$ cat src/rtl/apb_fp64_reader_if.sv
// APB3 requester/completer signal bundle used by the fp64 reader.
// The master modport is the requester side; the slave modport is the completer side.
interface apb_fp64_reader_if;
    logic        PSEL;
    logic        PENABLE;
    logic        PWRITE;
    logic [31:0] PADDR;
    logic [31:0] PWDATA;
    logic [31:0] PRDATA;
    logic        PREADY;
    logic        PSLVERR;

    modport master (
        output PSEL, PENABLE, PWRITE, PADDR, PWDATA,
        input  PRDATA, PREADY, PSLVERR
    );

    modport slave (
        input  PSEL, PENABLE, PWRITE, PADDR, PWDATA,
        output PRDATA, PREADY, PSLVERR
    );
endinterface

$ cat src/rtl/apb_fp64_reader.sv
// Fetches one IEEE-754 double as two APB reads (high word, then low word).
// It returns the assembled value split into sign, exponent, mantissa and class flags.
module apb_fp64_reader #(
    parameter int unsigned TIMEOUT = 16
) (
    input  logic                 PCLK,
    input  logic                 PRESET,
    input  logic                 i_start,
    input  logic [31:0]          i_req_addr,
    output logic                 o_busy,
    output logic                 o_done,
    output logic                 o_err,
    output logic [63:0]          o_value,
    output logic                 o_sign,
    output logic [10:0]          o_exponent,
    output logic [51:0]          o_mantissa,
    output logic                 o_is_zero,
    output logic                 o_is_inf,
    output logic                 o_is_nan,
    apb_fp64_reader_if.master    apb
);

    localparam int unsigned CW = (TIMEOUT < 2) ? 1 : $clog2(TIMEOUT + 1);
    localparam logic [CW-1:0] WAIT_LAST = CW'(TIMEOUT - 1);

    typedef enum logic [2:0] {
        ST_IDLE      = 3'd0,
        ST_SETUP_HI  = 3'd1,
        ST_ACCESS_HI = 3'd2,
        ST_SETUP_LO  = 3'd3,
        ST_ACCESS_LO = 3'd4,
        ST_DONE      = 3'd5
    } state_t;

    state_t        r_state;
    logic          r_psel;
    logic          r_penable;
    logic [31:0]   r_paddr;
    logic [31:0]   r_hi;
    logic [63:0]   r_value;
    logic          r_busy;
    logic          r_done;
    logic          r_err;
    logic [CW-1:0] r_wait_cnt;
    logic [2:0]    w_class;
    logic          w_unused_addr_lsbs;

    // Returns {is_zero, is_inf, is_nan}; subnormals and normals give all zeros.
    function automatic logic [2:0] fp64_class(input logic [63:0] v);
        logic exp_ones;
        logic exp_zero;
        logic man_zero;
        exp_ones = &v[62:52];
        exp_zero = ~|v[62:52];
        man_zero = ~|v[51:0];
        return {exp_zero & man_zero, exp_ones & man_zero, exp_ones & ~man_zero};
    endfunction

    // Request sequencer: drives the APB phases and all status outputs from registers.
    always_ff @(posedge PCLK) begin
        if (PRESET) begin
            r_state    <= ST_IDLE;
            r_psel     <= 1'b0;
            r_penable  <= 1'b0;
            r_paddr    <= 32'h0000_0000;
            r_hi       <= 32'h0000_0000;
            r_value    <= 64'h0;
            r_busy     <= 1'b0;
            r_done     <= 1'b0;
            r_err      <= 1'b0;
            r_wait_cnt <= '0;
        end else begin
            r_done <= 1'b0;
            case (r_state)
                ST_IDLE: begin
                    if (i_start) begin
                        r_paddr    <= {i_req_addr[31:2], 2'b00};
                        r_psel     <= 1'b1;
                        r_penable  <= 1'b0;
                        r_busy     <= 1'b1;
                        r_err      <= 1'b0;
                        r_wait_cnt <= '0;
                        r_state    <= ST_SETUP_HI;
                    end else begin
                        r_state <= ST_IDLE;
                    end
                end
                ST_SETUP_HI: begin
                    r_penable <= 1'b1;
                    r_state   <= ST_ACCESS_HI;
                end
                ST_ACCESS_HI: begin
                    if (apb.PREADY) begin
                        if (apb.PSLVERR) begin
                            r_psel    <= 1'b0;
                            r_penable <= 1'b0;
                            r_done    <= 1'b1;
                            r_err     <= 1'b1;
                            r_state   <= ST_DONE;
                        end else begin
                            // PSEL stays high: the low-word setup follows with no idle gap.
                            r_hi       <= apb.PRDATA;
                            r_penable  <= 1'b0;
                            r_paddr    <= r_paddr + 32'd4;
                            r_wait_cnt <= '0;
                            r_state    <= ST_SETUP_LO;
                        end
                    end else if (r_wait_cnt == WAIT_LAST) begin
                        r_psel    <= 1'b0;
                        r_penable <= 1'b0;
                        r_done    <= 1'b1;
                        r_err     <= 1'b1;
                        r_state   <= ST_DONE;
                    end else begin
                        r_wait_cnt <= r_wait_cnt + CW'(1);
                    end
                end
                ST_SETUP_LO: begin
                    r_penable <= 1'b1;
                    r_state   <= ST_ACCESS_LO;
                end
                ST_ACCESS_LO: begin
                    if (apb.PREADY) begin
                        r_psel    <= 1'b0;
                        r_penable <= 1'b0;
                        r_done    <= 1'b1;
                        r_state   <= ST_DONE;
                        if (apb.PSLVERR) begin
                            r_err <= 1'b1;
                        end else begin
                            r_err   <= 1'b0;
                            r_value <= {r_hi, apb.PRDATA};
                        end
                    end else if (r_wait_cnt == WAIT_LAST) begin
                        r_psel    <= 1'b0;
                        r_penable <= 1'b0;
                        r_done    <= 1'b1;
                        r_err     <= 1'b1;
                        r_state   <= ST_DONE;
                    end else begin
                        r_wait_cnt <= r_wait_cnt + CW'(1);
                    end
                end
                ST_DONE: begin
                    r_busy  <= 1'b0;
                    r_err   <= 1'b0;
                    r_state <= ST_IDLE;
                end
                default: begin
                    r_psel    <= 1'b0;
                    r_penable <= 1'b0;
                    r_busy    <= 1'b0;
                    r_err     <= 1'b0;
                    r_state   <= ST_IDLE;
                end
            endcase
        end
    end

    assign w_class            = fp64_class(r_value);
    assign w_unused_addr_lsbs = ^i_req_addr[1:0];

    assign apb.PSEL    = r_psel;
    assign apb.PENABLE = r_penable;
    assign apb.PADDR   = r_paddr;
    assign apb.PWRITE  = 1'b0;
    assign apb.PWDATA  = 32'h0000_0000;

    assign o_busy     = r_busy;
    assign o_done     = r_done;
    assign o_err      = r_err;
    assign o_value    = r_value;
    assign o_sign     = r_value[63];
    assign o_exponent = r_value[62:52];
    assign o_mantissa = r_value[51:0];
    assign o_is_zero  = w_class[2];
    assign o_is_inf   = w_class[1];
    assign o_is_nan   = w_class[0];

endmodule
$ cat src/flat_wrapper.sv
// flat-port wrapper written by rule: the top's interface ports become plain ports
module apb_fp64_reader_flat 
#(
    parameter int unsigned TIMEOUT = 16
)
  (PCLK, PRESET, i_start, i_req_addr, o_busy, o_done, o_err, o_value, o_sign, o_exponent, o_mantissa, o_is_zero, o_is_inf, o_is_nan, apb_PSEL, apb_PENABLE, apb_PWRITE, apb_PADDR, apb_PWDATA, apb_PRDATA, apb_PREADY, apb_PSLVERR);
  apb_fp64_reader_if apb_i ();
  input  logic PCLK;
  input  logic PRESET;
  input  logic i_start;
  input  logic [31:0] i_req_addr;
  output logic o_busy;
  output logic o_done;
  output logic o_err;
  output logic [63:0] o_value;
  output logic o_sign;
  output logic [10:0] o_exponent;
  output logic [51:0] o_mantissa;
  output logic o_is_zero;
  output logic o_is_inf;
  output logic o_is_nan;
  output wire logic [$bits(apb_i.PSEL)-1:0] apb_PSEL;
  output wire logic [$bits(apb_i.PENABLE)-1:0] apb_PENABLE;
  output wire logic [$bits(apb_i.PWRITE)-1:0] apb_PWRITE;
  output wire logic [$bits(apb_i.PADDR)-1:0] apb_PADDR;
  output wire logic [$bits(apb_i.PWDATA)-1:0] apb_PWDATA;
  input wire logic [$bits(apb_i.PRDATA)-1:0] apb_PRDATA;
  input wire logic [$bits(apb_i.PREADY)-1:0] apb_PREADY;
  input wire logic [$bits(apb_i.PSLVERR)-1:0] apb_PSLVERR;
  assign apb_PSEL = apb_i.PSEL;
  assign apb_PENABLE = apb_i.PENABLE;
  assign apb_PWRITE = apb_i.PWRITE;
  assign apb_PADDR = apb_i.PADDR;
  assign apb_PWDATA = apb_i.PWDATA;
  assign apb_i.PRDATA = apb_PRDATA;
  assign apb_i.PREADY = apb_PREADY;
  assign apb_i.PSLVERR = apb_PSLVERR;
  apb_fp64_reader #(.TIMEOUT(TIMEOUT)) u_core (.PCLK(PCLK), .PRESET(PRESET), .i_start(i_start), .i_req_addr(i_req_addr), .o_busy(o_busy), .o_done(o_done), .o_err(o_err), .o_value(o_value), .o_sign(o_sign), .o_exponent(o_exponent), .o_mantissa(o_mantissa), .o_is_zero(o_is_zero), .o_is_inf(o_is_inf), .o_is_nan(o_is_nan), .apb(apb_i));
endmodule
$ cat config.mk
export PLATFORM = sky130hd
export DESIGN_NAME = apb_fp64_reader_flat
export DESIGN_NICKNAME = d
export VERILOG_FILES = /design/src/rtl/apb_fp64_reader_if.sv /design/src/rtl/apb_fp64_reader.sv /design/src/flat_wrapper.sv
export SDC_FILE = /design/constraint.sdc
export NUM_CORES = 1
export LEC_CHECK = 0
export BUFFER_PORTS_ARGS = -buffer_cell sky130_fd_sc_hd__buf_2
export CAP_MARGIN = 20
export CORE_UTILIZATION = 50
export CTS_BUF_LIST = sky130_fd_sc_hd__clkbuf_8
export DETAILED_ROUTE_END_ITERATION = 16
export GPL_ROUTABILITY_DRIVEN = 0
export GPL_TIMING_DRIVEN = 0
export HOLD_SLACK_MARGIN = 0.06
export PLACE_DENSITY = 0.82
export SYNTH_ARGS = -nofsm -noshare
export SYNTH_HDL_FRONTEND = slang
export SYNTH_SLANG_ARGS = --single-unit
$ cat constraint.sdc
create_clock -name PCLK -period 2.6 [get_ports PCLK]
set_input_delay 0.13 -clock PCLK [delete_from_list [all_inputs] [get_ports PCLK]]
set_output_delay 0.13 -clock PCLK [all_outputs]
set_load 0.02 [all_outputs]
==> metrics.md <==
| Metric | Value |
|---|---|
| DRC viols | `0` |
| Post-detail-place hpwl | `approximately 16000 µm` |
| Measured slew at the worst slew-check pin | `about 0.71 ns` |
| Cell count after synthesis | `roughly 900` |
| Pwr per Cell Area | `roughly 530 nW/µm²` |
| Highest attainable clock frequency | `around 410 MHz` |
| Class of the worst hold path | `input port to register` |
| Crit Path Category | `register to primary output` |
| Clock period minus worst slack | `between 2 and 2.5 ns` |
| Number of sinks handled by clock tree synthesis | `approximately 140` |
| Global-route layer with the greatest usage | `met2` |
| Max-slew violation count | `0` |
| Max H-tree Level | `4` |
| Clock Root Buffer | `sky130_fd_sc_hd__clkbuf_8` |
| Wire length after detailed routing | `~23000 µm` |
| Top cells by area in the synthesized netlist | `sky130_fd_sc_hd__dfxtp_1, sky130_fd_sc_hd__nand2_1, sky130_fd_sc_hd__buf_4` |
| Post-DR vias/cell | `around 5.5` |
| Met1 capacity usage during global routing | `a little over two fifths` |
| Final clock skew | `about 0.013 ns` |
| Critical path startpoint category | `register` |
| Summed negative setup slack over all endpoints | `0 ns` |
| Number of distinct library cells after synthesis | `slightly above 60` |
| Highest net fanout along the worst path | `4` |
| Worst slew margin | `between 50% and 60%` |
| Final critical-path share of the clock period | `roughly 93%` |
| Cell area after technology mapping | `~7000 µm²` |
| Maximum vdd ir drop | `between 300 and 400 µV` |
| Routing usage on met2 | `roughly half` |
| Routed Antenna Nets | `0` |
| Post-synth EDFFs | `0` |
| Die area | `between 10000 and 15000 µm²` |
| Gr usage total | `between 30% and 40%` |
| Most area-hungry cell type in the Yosys netlist | `sky130_fd_sc_hd__dfxtp_1` |
| Synth Warn # | `0` |
| Initial DRC Count | `around 760` |
| Status | `finished, final reports clean` |
| Mean area per synthesized cell | `roughly 7.6 µm²` |
| Worst Path Arrival | `approximately 2.3 ns` |
| Number of setup violations in the final report | `0` |
| Post-CTS setup buffer count | `0` |
| Max-cap viol count | `0` |
| Share of the synthesized area in the top cell type | `40.7%` |
| Total inserted antenna cells | `0` |
| Prevailing post-synth register cell | `sky130_fd_sc_hd__dfxtp_1` |
| Sequential share of the synthesized area | `around two fifths` |
| Fraction of registers with async set/reset | `0%` |
| Leak pwr | `between 0.004 and 0.005 µW` |
| Layout cell share with drive strength beyond 1 | `31.1%` |
| GR Util met3 | `between 5 and 6%` |
| Number of port buffers | `around 230` |
| Detailed-routing iteration count for the pre-antenna-repair pass | `7` |
| Maximum root-to-sink buffer count | `2` |
| Kind of end point of the critical path | `primary output` |
| Core area | `between 10000 and 15000 µm²` |
| Width of the die | `119 µm` |
| CTS clk-pin slew, worst paths | `about 0.08 ns` |
| Area delta synth->final | `35.8%` |
| TritonCTS Buffers | `17` |
| Final nets | `1305` |
| Die outline height | `~120 µm` |
| Number of flip-flops and latches in the synthesized netlist | `139` |
| Clock latency on the worst-skew pair | `between 0.4 and 0.5 ns` |
| Initial antenna violation count | `0` |
| Vias post-DR | `about 7800` |
| Total power after layout | `4880 µW` |
| Starting utilization of the core area | `about 51%` |
| Total congestion overflow after global routing | `0` |
| Data required time at the worst endpoint | `between 2 and 2.5 ns` |
| CTS tree | `built` |
| Ports | `270` |
| Routed wire per std cell | `~16 µm` |
| RSZ-0062 raised after global routing | `no` |
| Global-route wire length before repair | `between 30000 and 40000 µm` |
| Vias in the first global route | `6805` |
| Rows | `42` |
| Largest net degree at the start of global routing | `17` |
| Final Hold Viols | `0` |
[where the power goes]
part	switching, µW	internal [µW]
clock network	849	878
registers	104	2200
logic	515	333
total	1470	3420
[critical path, stage by stage (launching register included)]
cell,delay [ns]
sky130_fd_sc_hd__dfxtp_1,0.35
sky130_fd_sc_hd__nor4_2,0.46
sky130_fd_sc_hd__nand4_1,0.23
sky130_fd_sc_hd__nor4_2,0.40
sky130_fd_sc_hd__and4_1,0.23
sky130_fd_sc_hd__buf_2,0.17
[Yosys cell counts (6+ instances only)]
cell	n
sky130_fd_sc_hd__a21oi_1	121
sky130_fd_sc_hd__mux2i_1	10
sky130_fd_sc_hd__nand2b_1	9
sky130_fd_sc_hd__clkbuf_1	39
sky130_fd_sc_hd__o21ai_0	15
sky130_fd_sc_hd__a21o_1	6
sky130_fd_sc_hd__nand4_1	17
sky130_fd_sc_hd__inv_1	6
sky130_fd_sc_hd__o22ai_1	8
sky130_fd_sc_hd__nand3_1	17
sky130_fd_sc_hd__buf_4	99
sky130_fd_sc_hd__buf_2	12
sky130_fd_sc_hd__dfxtp_1	139
sky130_fd_sc_hd__nor2_1	41
sky130_fd_sc_hd__nand2_1	229
sky130_fd_sc_hd__a22oi_1	9
sky130_fd_sc_hd__nor3_1	17
sky130_fd_sc_hd__nor4_1	22
[cell type report]
cell class | count | area (µm²)
inverters | 6 | 22.5
clock inverters | 8 | 87.6
well taps | 176 | 220
clock buffers | 22 | 303
flip-flops and latches | 139 | 2780
fillers | 1097 | 4010
plain buffers | 153 | 968
repair buffers | 285 | 1700
multi-input cells | 632 | 3210
[kinds of logic after synthesis]
| kind of cell | after synthesis | synth area share, % |
|---|---|---|
| AND/OR/NAND/NOR | 386 | 25.4 |
| AO/OA/AOI/OAI | 198 | 17.4 |
| buffers and inverters | 159 | 14.5 |
| flip-flops | 139 | 40.7 |
| multiplexers | 10 | 1.46 |
| adder cells (fa/ha/maj) | 2 | 0.366 |
| other | 1 | 0.0548 |
| XOR/XNOR | 1 | 0.128 |
[what timing repair did]
action                                 CTS  global route
setup endpoints to repair                2             1
endpoints found under the hold margin   86             0
resized for setup                        1             1
hold buffers                            54             0
[cell usage in the layout (no fill, tap or decap), types with 8 or more instances in the layout]
| cell type | n |
|---|---|
| sky130_fd_sc_hd__clkbuf_1 | 39 |
| sky130_fd_sc_hd__mux2i_1 | 10 |
| sky130_fd_sc_hd__o21ai_0 | 15 |
| sky130_fd_sc_hd__clkbuf_8 | 22 |
| sky130_fd_sc_hd__buf_2 | 243 |
| sky130_fd_sc_hd__nand2_1 | 229 |
| sky130_fd_sc_hd__nand3_1 | 17 |
| sky130_fd_sc_hd__nand4_1 | 17 |
| sky130_fd_sc_hd__buf_4 | 99 |
| sky130_fd_sc_hd__nor3_1 | 17 |
| sky130_fd_sc_hd__a22oi_1 | 9 |
| sky130_fd_sc_hd__nor4_1 | 20 |
| sky130_fd_sc_hd__nor2_1 | 41 |
| sky130_fd_sc_hd__o22ai_1 | 8 |
| sky130_fd_sc_hd__dlygate4sd3_1 | 54 |
| sky130_fd_sc_hd__dfxtp_1 | 139 |
| sky130_fd_sc_hd__a21oi_1 | 121 |
| sky130_fd_sc_hd__conb_1 | 35 |
| sky130_fd_sc_hd__nand2b_1 | 9 |
[path summary, 6_finish.rpt]
path	from	end	slack, ns	cells after the start
max	u_core.o_value[7]	o_is_zero	0.18	5
min	i_req_addr[7]	u_core.apb.PADDR[7]	0.09	5
max reg2reg	u_core.r_state[1]	u_core.apb.PADDR[5]	0.39	6
min reg2reg	u_core.r_hi[10]	u_core.o_value[42]	0.45	2
[per-layer routing]
layer,wire length [µm],vias to the layer above
li1,-,3622
met1,9470,3566
met2,10200,501
met3,1980,97
met4,952,0
met5,0,-
[through the flow]
stage | hold WS (ns) | instances | setup slack, ns | instance area, µm² | util (%)
3_3_place_gp | 0.383 | 1337 | 0.431 | 8340 | 62.8
6_report | 0.0893 | 1421 | 0.177 | 9290 | 69.8
3_5_place_dp | 0.388 | 1337 | 0.393 | 8340 | 62.8
2_1_floorplan | 0.266 | 930 | 0.700 | 6970 | -
5_1_grt | 0.107 | 1421 | 0.0843 | 9290 | 69.8
4_1_cts | 0.0654 | 1421 | 0.0808 | 9280 | 69.8
[state kept, by name, indices dropped and copies added (netlist names)]
signal	cells
u_core.o_value	64
u_core.r_hi	32
u_core.apb.PADDR	30
u_core.r_wait_cnt	5
u_core.r_state	3
u_core.apb.PENABLE	1
u_core.apb.PSEL	1
u_core.o_busy	1
u_core.o_done	1
u_core.o_err	1
No activity file was read; power rests on OpenSTA's default activity.
